--- config.mk ---
export PLATFORM = sky130hd
export DESIGN_NAME = round_state_mux_flat
export DESIGN_NICKNAME = d
export VERILOG_FILES = /design/src/rtl/round_state_mux_if.sv /design/src/rtl/round_state_mux.sv /design/src/flat_wrapper.sv
export SDC_FILE = /design/constraint.sdc
export NUM_CORES = 1
export LEC_CHECK = 0
export ABC_AREA = 1
export BUFFER_PORTS_ARGS = -buffer_cell sky130_fd_sc_hd__buf_2
export CAP_MARGIN = 20
export CORE_AREA = 2 2 152 154
export CTS_CLUSTER_SIZE = 14
export DETAILED_ROUTE_END_ITERATION = 7
export DIE_AREA = 0 0 154 156
export PLACE_DENSITY_LB_ADDON = 0.15
export REMOVE_ABC_BUFFERS = 1
export SYNTH_ARGS = -nofsm -noshare
export SYNTH_HDL_FRONTEND = slang
export SYNTH_SLANG_ARGS = --single-unit
--- constraint.sdc ---
create_clock -name clk -period 9.8 [get_ports clk]
set_clock_uncertainty 0.05 [all_clocks]
set_input_delay 0.98 -clock clk [delete_from_list [all_inputs] [get_ports clk]]
set_output_delay 0.98 -clock clk [all_outputs]
set_load 0.005 [all_outputs]
--- src/rtl/round_state_mux_if.sv ---
// Handshake and data bundle between the round-state mux and its environment.
// The master side drives block input, round-function feedback and flow control.
interface round_state_mux_if #(
  parameter int WORD_W = 32,
  parameter int NWORDS = 4,
  parameter int CNT_W  = 4
);
  localparam int DW = WORD_W * NWORDS;

  logic          abort;
  logic          in_valid;
  logic          in_ready;
  logic [DW-1:0] in_data;
  logic [DW-1:0] fb_data;
  logic          key_valid;
  logic [DW-1:0] state_q;
  logic [CNT_W-1:0] round;
  logic          busy;
  logic          out_valid;
  logic          out_ready;

  modport master (
    output abort, in_valid, in_data, fb_data, key_valid, out_ready,
    input  in_ready, state_q, round, busy, out_valid
  );

  modport slave (
    input  abort, in_valid, in_data, fb_data, key_valid, out_ready,
    output in_ready, state_q, round, busy, out_valid
  );
endinterface

--- src/rtl/round_state_mux.sv ---
// Holds the iterated block state: loads the initial block, then replaces all
// words with round-function feedback once per keyed round until the last round.
//
// state | meaning
// IDLE  | waiting for a block; in_ready high
// RUN   | applying rounds; advances only when key_valid is high
// DONE  | final state presented on state_q until out_ready
module round_state_mux #(
  parameter int WORD_W  = 32,
  parameter int NWORDS  = 4,
  parameter int NROUNDS = 10,
  parameter int CNT_W   = 4
) (
  input logic              clk,
  input logic              rst,
  round_state_mux_if.slave bus
);
  localparam int DW = WORD_W * NWORDS;
  localparam logic [CNT_W-1:0] LAST_ROUND = CNT_W'(NROUNDS);

  typedef enum logic [1:0] {
    IDLE = 2'b00,
    RUN  = 2'b01,
    DONE = 2'b10
  } fsm_t;

  fsm_t             state, state_nxt;
  logic [DW-1:0]    data_r, data_nxt;
  logic [CNT_W-1:0] round_r, round_nxt;

  always_ff @(posedge clk or posedge rst) begin
    if (rst) begin
      state   <= IDLE;
      data_r  <= '0;
      round_r <= '0;
    end else begin
      state   <= state_nxt;
      data_r  <= data_nxt;
      round_r <= round_nxt;
    end
  end

  // Abort outranks every handshake; feedback replaces all words at once.
  always_comb begin
    state_nxt = state;
    data_nxt  = data_r;
    round_nxt = round_r;
    if (bus.abort) begin
      state_nxt = IDLE;
      data_nxt  = '0;
      round_nxt = '0;
    end else begin
      case (state)
        IDLE: begin
          if (bus.in_valid) begin
            data_nxt  = bus.in_data;
            round_nxt = CNT_W'(1);
            state_nxt = RUN;
          end
        end
        RUN: begin
          if (bus.key_valid) begin
            data_nxt = bus.fb_data;
            if (round_r == LAST_ROUND) begin
              state_nxt = DONE;
            end else begin
              round_nxt = round_r + CNT_W'(1);
            end
          end
        end
        DONE: begin
          if (bus.out_ready) begin
            round_nxt = '0;
            state_nxt = IDLE;
          end
        end
        default: begin
          state_nxt = IDLE;
          data_nxt  = '0;
          round_nxt = '0;
        end
      endcase
    end
  end

  assign bus.in_ready  = (state == IDLE);
  assign bus.busy      = (state == RUN);
  assign bus.out_valid = (state == DONE);
  assign bus.state_q   = data_r;
  assign bus.round     = round_r;
endmodule

--- src/flat_wrapper.sv ---
// flat-port wrapper written by rule: the top's interface ports become plain ports
module round_state_mux_flat 
#(
  parameter int WORD_W  = 32,
  parameter int NWORDS  = 4,
  parameter int NROUNDS = 10,
  parameter int CNT_W   = 4
)
  (clk, rst, bus_abort, bus_in_valid, bus_in_data, bus_fb_data, bus_key_valid, bus_out_ready, bus_in_ready, bus_state_q, bus_round, bus_busy, bus_out_valid);
  round_state_mux_if #(.WORD_W(WORD_W), .NWORDS(NWORDS), .CNT_W(CNT_W)) bus_i ();
  input logic clk;
  input logic rst;
  input wire logic [$bits(bus_i.abort)-1:0] bus_abort;
  input wire logic [$bits(bus_i.in_valid)-1:0] bus_in_valid;
  input wire logic [$bits(bus_i.in_data)-1:0] bus_in_data;
  input wire logic [$bits(bus_i.fb_data)-1:0] bus_fb_data;
  input wire logic [$bits(bus_i.key_valid)-1:0] bus_key_valid;
  input wire logic [$bits(bus_i.out_ready)-1:0] bus_out_ready;
  output wire logic [$bits(bus_i.in_ready)-1:0] bus_in_ready;
  output wire logic [$bits(bus_i.state_q)-1:0] bus_state_q;
  output wire logic [$bits(bus_i.round)-1:0] bus_round;
  output wire logic [$bits(bus_i.busy)-1:0] bus_busy;
  output wire logic [$bits(bus_i.out_valid)-1:0] bus_out_valid;
  assign bus_i.abort = bus_abort;
  assign bus_i.in_valid = bus_in_valid;
  assign bus_i.in_data = bus_in_data;
  assign bus_i.fb_data = bus_fb_data;
  assign bus_i.key_valid = bus_key_valid;
  assign bus_i.out_ready = bus_out_ready;
  assign bus_in_ready = bus_i.in_ready;
  assign bus_state_q = bus_i.state_q;
  assign bus_round = bus_i.round;
  assign bus_busy = bus_i.busy;
  assign bus_out_valid = bus_i.out_valid;
  round_state_mux #(.WORD_W(WORD_W), .NWORDS(NWORDS), .NROUNDS(NROUNDS), .CNT_W(CNT_W)) u_core (.clk(clk), .rst(rst), .bus(bus_i));
endmodule
==> flow_summary.json, run 1 <==
{
  "run_status": "finished clean",
  "syn_area_um2": 6980,
  "layout_commonest_cell": "nand2_1",
  "final_cell_mix": "nand2_1, buf_2, dfrtp_1, clkbuf_16, nor2_1",
  "die_x_um": 154,
  "dp_hpwl_um": 16200,
  "min_path_type": "reg -> reg",
  "antenna_found_initial": 2,
  "r2r_end": "u_core.bus.state_q[126]",
  "cp_common_cell": "nand2_1",
  "die_h_um": 156,
  "cts_tree": "built",
  "grt_setup_unrepaired": "no",
  "path_clk_slew_ns": 0.06,
  "cp_cell_sequence": "buf_2 -> nor2_4 -> buf_12 -> buf_4 -> nand2_1 -> nand2_1 -> nand2_1 -> nand2_1",
  "tns_ns": 0,
  "cts_hold_buf": 0,
  "initial_core_util_pct": 31.2,
  "fin_ws_ns": 7.28,
  "syn_to_final_growth_pct": 39.3,
  "cts_root_buf": "clkbuf_16",
  "netSwitchingFraction_pct": 36.9,
  "drc": 0,
  "core_area_um2": 22400,
  "slowest_stage": "buf_4",
  "grt-ovfl-total": 0,
  "power_density_nw_per_um2": 272,
  "critPathBufInv": 3,
  "setup_viol": 0,
  "dr.pass1.iters": 4,
  "grt_pass1_vias": 6650,
  "endpoint_kind": "flop",
  "numCtsBuffers": 17,
  "power_frac_clock_pct": 28.6,
  "clk_latency_ns": 0.41,
  "r2r-start": "u_core.state[1]",
  "max_cap_viol_count": 0,
  "fin_nets": 1661,
  "drt_iter0_markers": 356,
  "routed_via_density": 4.29,
  "p_int_w": 0.00167,
  "cp.arrival_ns": 2.81,
  "worstHoldPathCells": 2,
  "p_seq_share_pct": 34.0,
  "yosys_warnings": 0,
  "hold_start": "u_core.bus.state_q[51]",
  "gp_congestion": 0.772,
  "wl_per_cell_um": 13.0,
  "grt_max_degree": 77,
  "synth-seq-cells": 134,
  "cp-start-kind": "input port",
  "finalCritPeriodShare_pct": 25.7,
  "cpPeakStageDelay_ns": 0.59,
  "cts_max_path_buffers": 2,
  "postCtsSetupRepairBufs": 0,
  "rrSetupSlack_ns": 7.44,
  "rr_worst_depth": 9,
  "holdPathEnd": "u_core.bus.state_q[51]",
  "path_delay_family": "buffers and inverters",
  "place_ws_ns": 6.87,
  "pin_count": 397,
  "hold_slack_ns": 0.411,
  "grt_pass1_wl_um": 34000,
  "detail-route-antenna-nets": 0,
  "switching_power_w": 0.000977,
  "syn_area_per_cell_um2": 6.77,
  "yosysSeqAreaShare_pct": 48.0,
  "ys_types": 21,
  "routed_wl_um": 22000,
  "syn_inst": 1031,
  "die_area_um2": 24000,
  "slew_headroom_pct": 38.4,
  "tightest_slew_ns": 0.924,
  "grt_use_total_pct": 17.8,
  "worstPathMaxFanout": 72,
  "max_freq_ghz": 0.397,
  "period_needed_ns": 2.52,
  "pwr-share-comb_pct": 37.3,
  "cts_repair_resize_count": 0,
  "ir_drop_mv": 0.132,
  "cts_num_sinks": 134,
  "vias": 7266,
  "slew_viol_final": 0,
  "rows": 55,
  "fin_util_pct": 43.5,
  "required_ns": 10.09,
  "hold_violations": 0,
  "drive_gt1_share_pct": 31.4,
  "htreeDepth": 4,
  "fillers": 2453,
  "io_buffer_count": 396,
  "path_class": "in -> reg",
  "p_leak_nw": 6.18
}
## flip-flops by register name (all words and copies together) (netlist names)
name,count
u_core.state,2
u_core.bus.round,4
u_core.bus.state_q,128
## kinds of logic (layout without fill, tap and decap cells)
group,count (synthesis),count (layout),share of synthesized area (%)
and+or+nand+nor,822,822,44.6
DFF,134,134,48.0
buffers and inverters,70,448,6.63
AOI/OAI and AO/OA,3,3,0.430
adders and majority gates,2,2,0.358
other,0,1,0
## power groups by stage
stage          Combinational, W  Sequential (W)  Clock, W
2_1_floorplan          0.000510        0.000929         0
3_3_place_gp            0.00101        0.000899         0
3_5_place_dp            0.00101        0.000906         0
4_1_cts                 0.00101        0.000903  0.000776
5_1_grt                 0.00113        0.000932  0.000803
6_report               0.000990        0.000902  0.000759
## worst min-delay path, stage by stage (launching register included)
cell and delay [ns]:
dfrtp_1 0.33, nand2_1 0.05, nand2_1 0.05
## per-layer routing
layer / vias to the layer above / track usage, % / share of wire, %
li1: 3799 / - / -
met1: 3185 / 21.7 / 43
met2: 253 / 30.5 / 48
met3: 29 / 4.89 / 6.6
met4: 0 / 6.36 / 2.1
met5: - / 0 / 0
## worst max-delay path by stage
stage               startpoint                 endpoint  depth (start not counted)
global placement     bus_abort      u_core.bus.round[3]                          8
finish               bus_abort  u_core.bus.state_q[126]                          8
CTS                  bus_abort  u_core.bus.state_q[126]                          8
global route         bus_abort  u_core.bus.state_q[126]                          8
detailed placement   bus_abort  u_core.bus.state_q[121]                          8
floorplan            bus_abort    u_core.bus.state_q[0]                          5
## final cells by class
class                   instances  area, um2  share of cell area [%]
flip-flops and latches        134       3350                    34.5
multi-input cells             827       3180                    32.7
clock buffers                  20        457                    4.70
clock inverters                11        245                    2.52
well taps                     285        357                    3.67
diodes                          1       2.50                  0.0257
inverters                      13       56.3                   0.579
repair buffers                404       2070                    21.3
## cell usage after synthesis
cell / number / area share [%]
clkbuf_1: 3 / 0.16
inv_1: 11 / 0.59
a21oi_2: 1 / 0.13
clkbuf_4: 2 / 0.21
dfrtp_1: 134 / 48
buf_4: 13 / 1.4
nor2_1: 15 / 0.81
nand4_1: 1 / 0.090
nand3_1: 8 / 0.57
o21ai_4: 1 / 0.23
o21ai_0: 1 / 0.072
buf_1: 1 / 0.054
nor2_4: 1 / 0.16
ha_1: 2 / 0.36
nand2_2: 1 / 0.090
nand2_1: 795 / 43
buf_6: 13 / 2.1
inv_2: 2 / 0.11
buf_2: 24 / 1.7
buf_12: 1 / 0.29
nand3b_1: 1 / 0.11
## metrics by stage
step	instances	power, W	instance area [um2]
2_1_floorplan	974	0.00144	6570
3_3_place_gp	1661	0.00191	8970
3_5_place_dp	1663	0.00192	9020
4_1_cts	1694	0.00269	9720
5_1_grt	1695	0.00286	9730
6_report	1695	0.00265	9730
Note: power is estimated with default switching activity, not from simulation.
==> run 2: changes to the inputs <==
- clock period: 9.8 -> 2.3 ns (I/O delays scaled with it)
==> run 2 against run 1 <==
Critical endpoint is now u_core.bus.state_q[70]. Clock-buffer cell count fell by 2. Largest power group unchanged. Global-route usage rose by 0.53 points. Non-clock buffer count rose by 5. Flip-flop and latch count did not move. Via count rose by 0.67%.
==> flow_summary.json, run 2 (synthesis gave the netlist of run 1 again) <==
{
  "min_path_type": "in -> reg",
  "routed_via_density": 4.30,
  "rows": 55,
  "worstPathMaxFanout": 59,
  "slew_headroom_pct": 56.5,
  "numCtsBuffers": 17,
  "final_cell_mix": "nand2_1, buf_2, dfrtp_1, clkbuf_16, nor2_1",
  "grt_pass1_wl_um": 34800,
  "required_ns": 2.60,
  "vias": 7315,
  "cts_repair_resize_count": 0,
  "cts_num_sinks": 134,
  "use_met1_pct": 22.7,
  "fillers": 2396,
  "hold_violations": 0,
  "run_status": "finished clean",
  "period_needed_ns": 1.87,
  "grt_pass1_vias": 6736,
  "dr.pass1.iters": 4,
  "cts_root_buf": "clkbuf_16",
  "core_area_um2": 22400,
  "tightest_slew_ns": 0.652,
  "p_leak_nw": 6.21,
  "hold_start": "bus_in_data[125]",
  "cts_max_path_buffers": 2,
  "slew_viol_final": 0,
  "max_cap_viol_count": 0,
  "met2_usage_pct": 31.1,
  "largest_reg_flops": 128,
  "clk_latency_ns": 0.41,
  "drive_gt1_share_pct": 31.6,
  "cts_hold_buf": 1,
  "grt_use_total_pct": 18.4,
  "wl_per_cell_um": 13.3,
  "die_area_um2": 24000,
  "fin_nets": 1666,
  "fin_util_pct": 43.9,
  "ir_drop_mv": 0.449,
  "power_w": 0.0113,
  "cts_tree": "built",
  "initial_core_util_pct": 31.2,
  "path_class": "reg -> reg",
  "grt-ovfl-total": 0,
  "antenna_found_initial": 3,
  "pin_count": 397,
  "r2r-start": "u_core.state[0]",
  "power_density_nw_per_um2": 1160,
  "die_x_um": 154,
  "drt_iter0_markers": 368,
  "drc": 0,
  "cp-start-kind": "flop",
  "postCtsSetupRepairBufs": 0,
  "io_buffer_count": 396,
  "crit_start": "u_core.state[0]",
  "endpoint_kind": "flop",
  "path_clk_slew_ns": 0.06,
  "routed_wl_um": 22600,
  "use_met3_pct": 4.36,
  "max_freq_ghz": 0.535,
  "setup_viol": 0,
  "layout_commonest_cell": "nand2_1",
  "htreeDepth": 4,
  "detail-route-antenna-nets": 0,
  "syn_to_final_growth_pct": 40.6,
  "finalCritPeriodShare_pct": 81.3,
  "cp.arrival_ns": 2.17,
  "dp_hpwl_um": 16700,
  "die_h_um": 156,
  "gp_congestion": 0.771,
  "grt_max_degree": 71,
  "grt_setup_unrepaired": "no",
  "busiest_layer": "met2"
}
-- run 2: layout make-up --
| cell class | instances | area (um2) | share of cell area (%) |
|---|---|---|---|
| repair buffers | 409 | 2180 | 22.2 |
| well taps | 285 | 357 | 3.63 |
| clock inverters | 13 | 254 | 2.59 |
| inverters | 13 | 56.3 | 0.573 |
| multi-input cells | 827 | 3180 | 32.4 |
| flip-flops and latches | 134 | 3350 | 34.2 |
| diodes | 2 | 5.00 | 0.0510 |
| clock buffers | 18 | 429 | 4.37 |
-- run 2: critical path, stage by stage (launching register included) --
cell and delay (ns):
dfrtp_1 0.43, nor2_1 0.20, nand2_1 0.14, inv_4 0.32
buf_12 0.32, nand2_1 0.08, nand2_1 0.09, nand2_1 0.06
nand2_1 0.08
-- run 2: stage by stage --
stage          setup WS, ns  setup TNS [ns]  instance area (um2)  hold WS [ns]  instances
2_1_floorplan         -2.65         -553.89                 6570         0.333        974
3_3_place_gp          0.475               0                 9120         0.280       1667
3_5_place_dp          0.447               0                 9120         0.271       1667
4_1_cts               0.421               0                 9810        0.0300       1699
5_1_grt               0.191               0                 9820        0.0375       1701
6_report              0.430               0                 9820        0.0538       1701
-- run 2: final timing paths --
kind	to	slack (ns)	cells past startpoint
setup / recovery	u_core.bus.state_q[70]	0.43	8
hold / removal	u_core.bus.state_q[125]	0.05	5
setup reg to reg	u_core.bus.state_q[70]	0.43	8
hold reg to reg	u_core.bus.state_q[24]	0.41	2
max in group asynchronous	u_core.bus.state_q[56]	1.20	4
min in group asynchronous	u_core.bus.state_q[114]	0.37	3
-- run 2: metal layers --
| layer | part of all wire (%) | up-vias |
|---|---|---|
| met5 | 0 | - |
| met4 | 2.6 | 0 |
| met1 | 43 | 3174 |
| met3 | 7.1 | 41 |
| met2 | 48 | 290 |
| li1 | - | 3810 |
-- run 2: power breakdown --
| part | internal (W) | switching (W) | leakage [nW] |
|---|---|---|---|
| logic | 0.00168 | 0.00265 | 4.13 |
| clock network | 0.00214 | 0.00103 | 0.330 |
| registers | 0.00333 | 0.000519 | 1.76 |
| total | 0.00715 | 0.00419 | 6.21 |
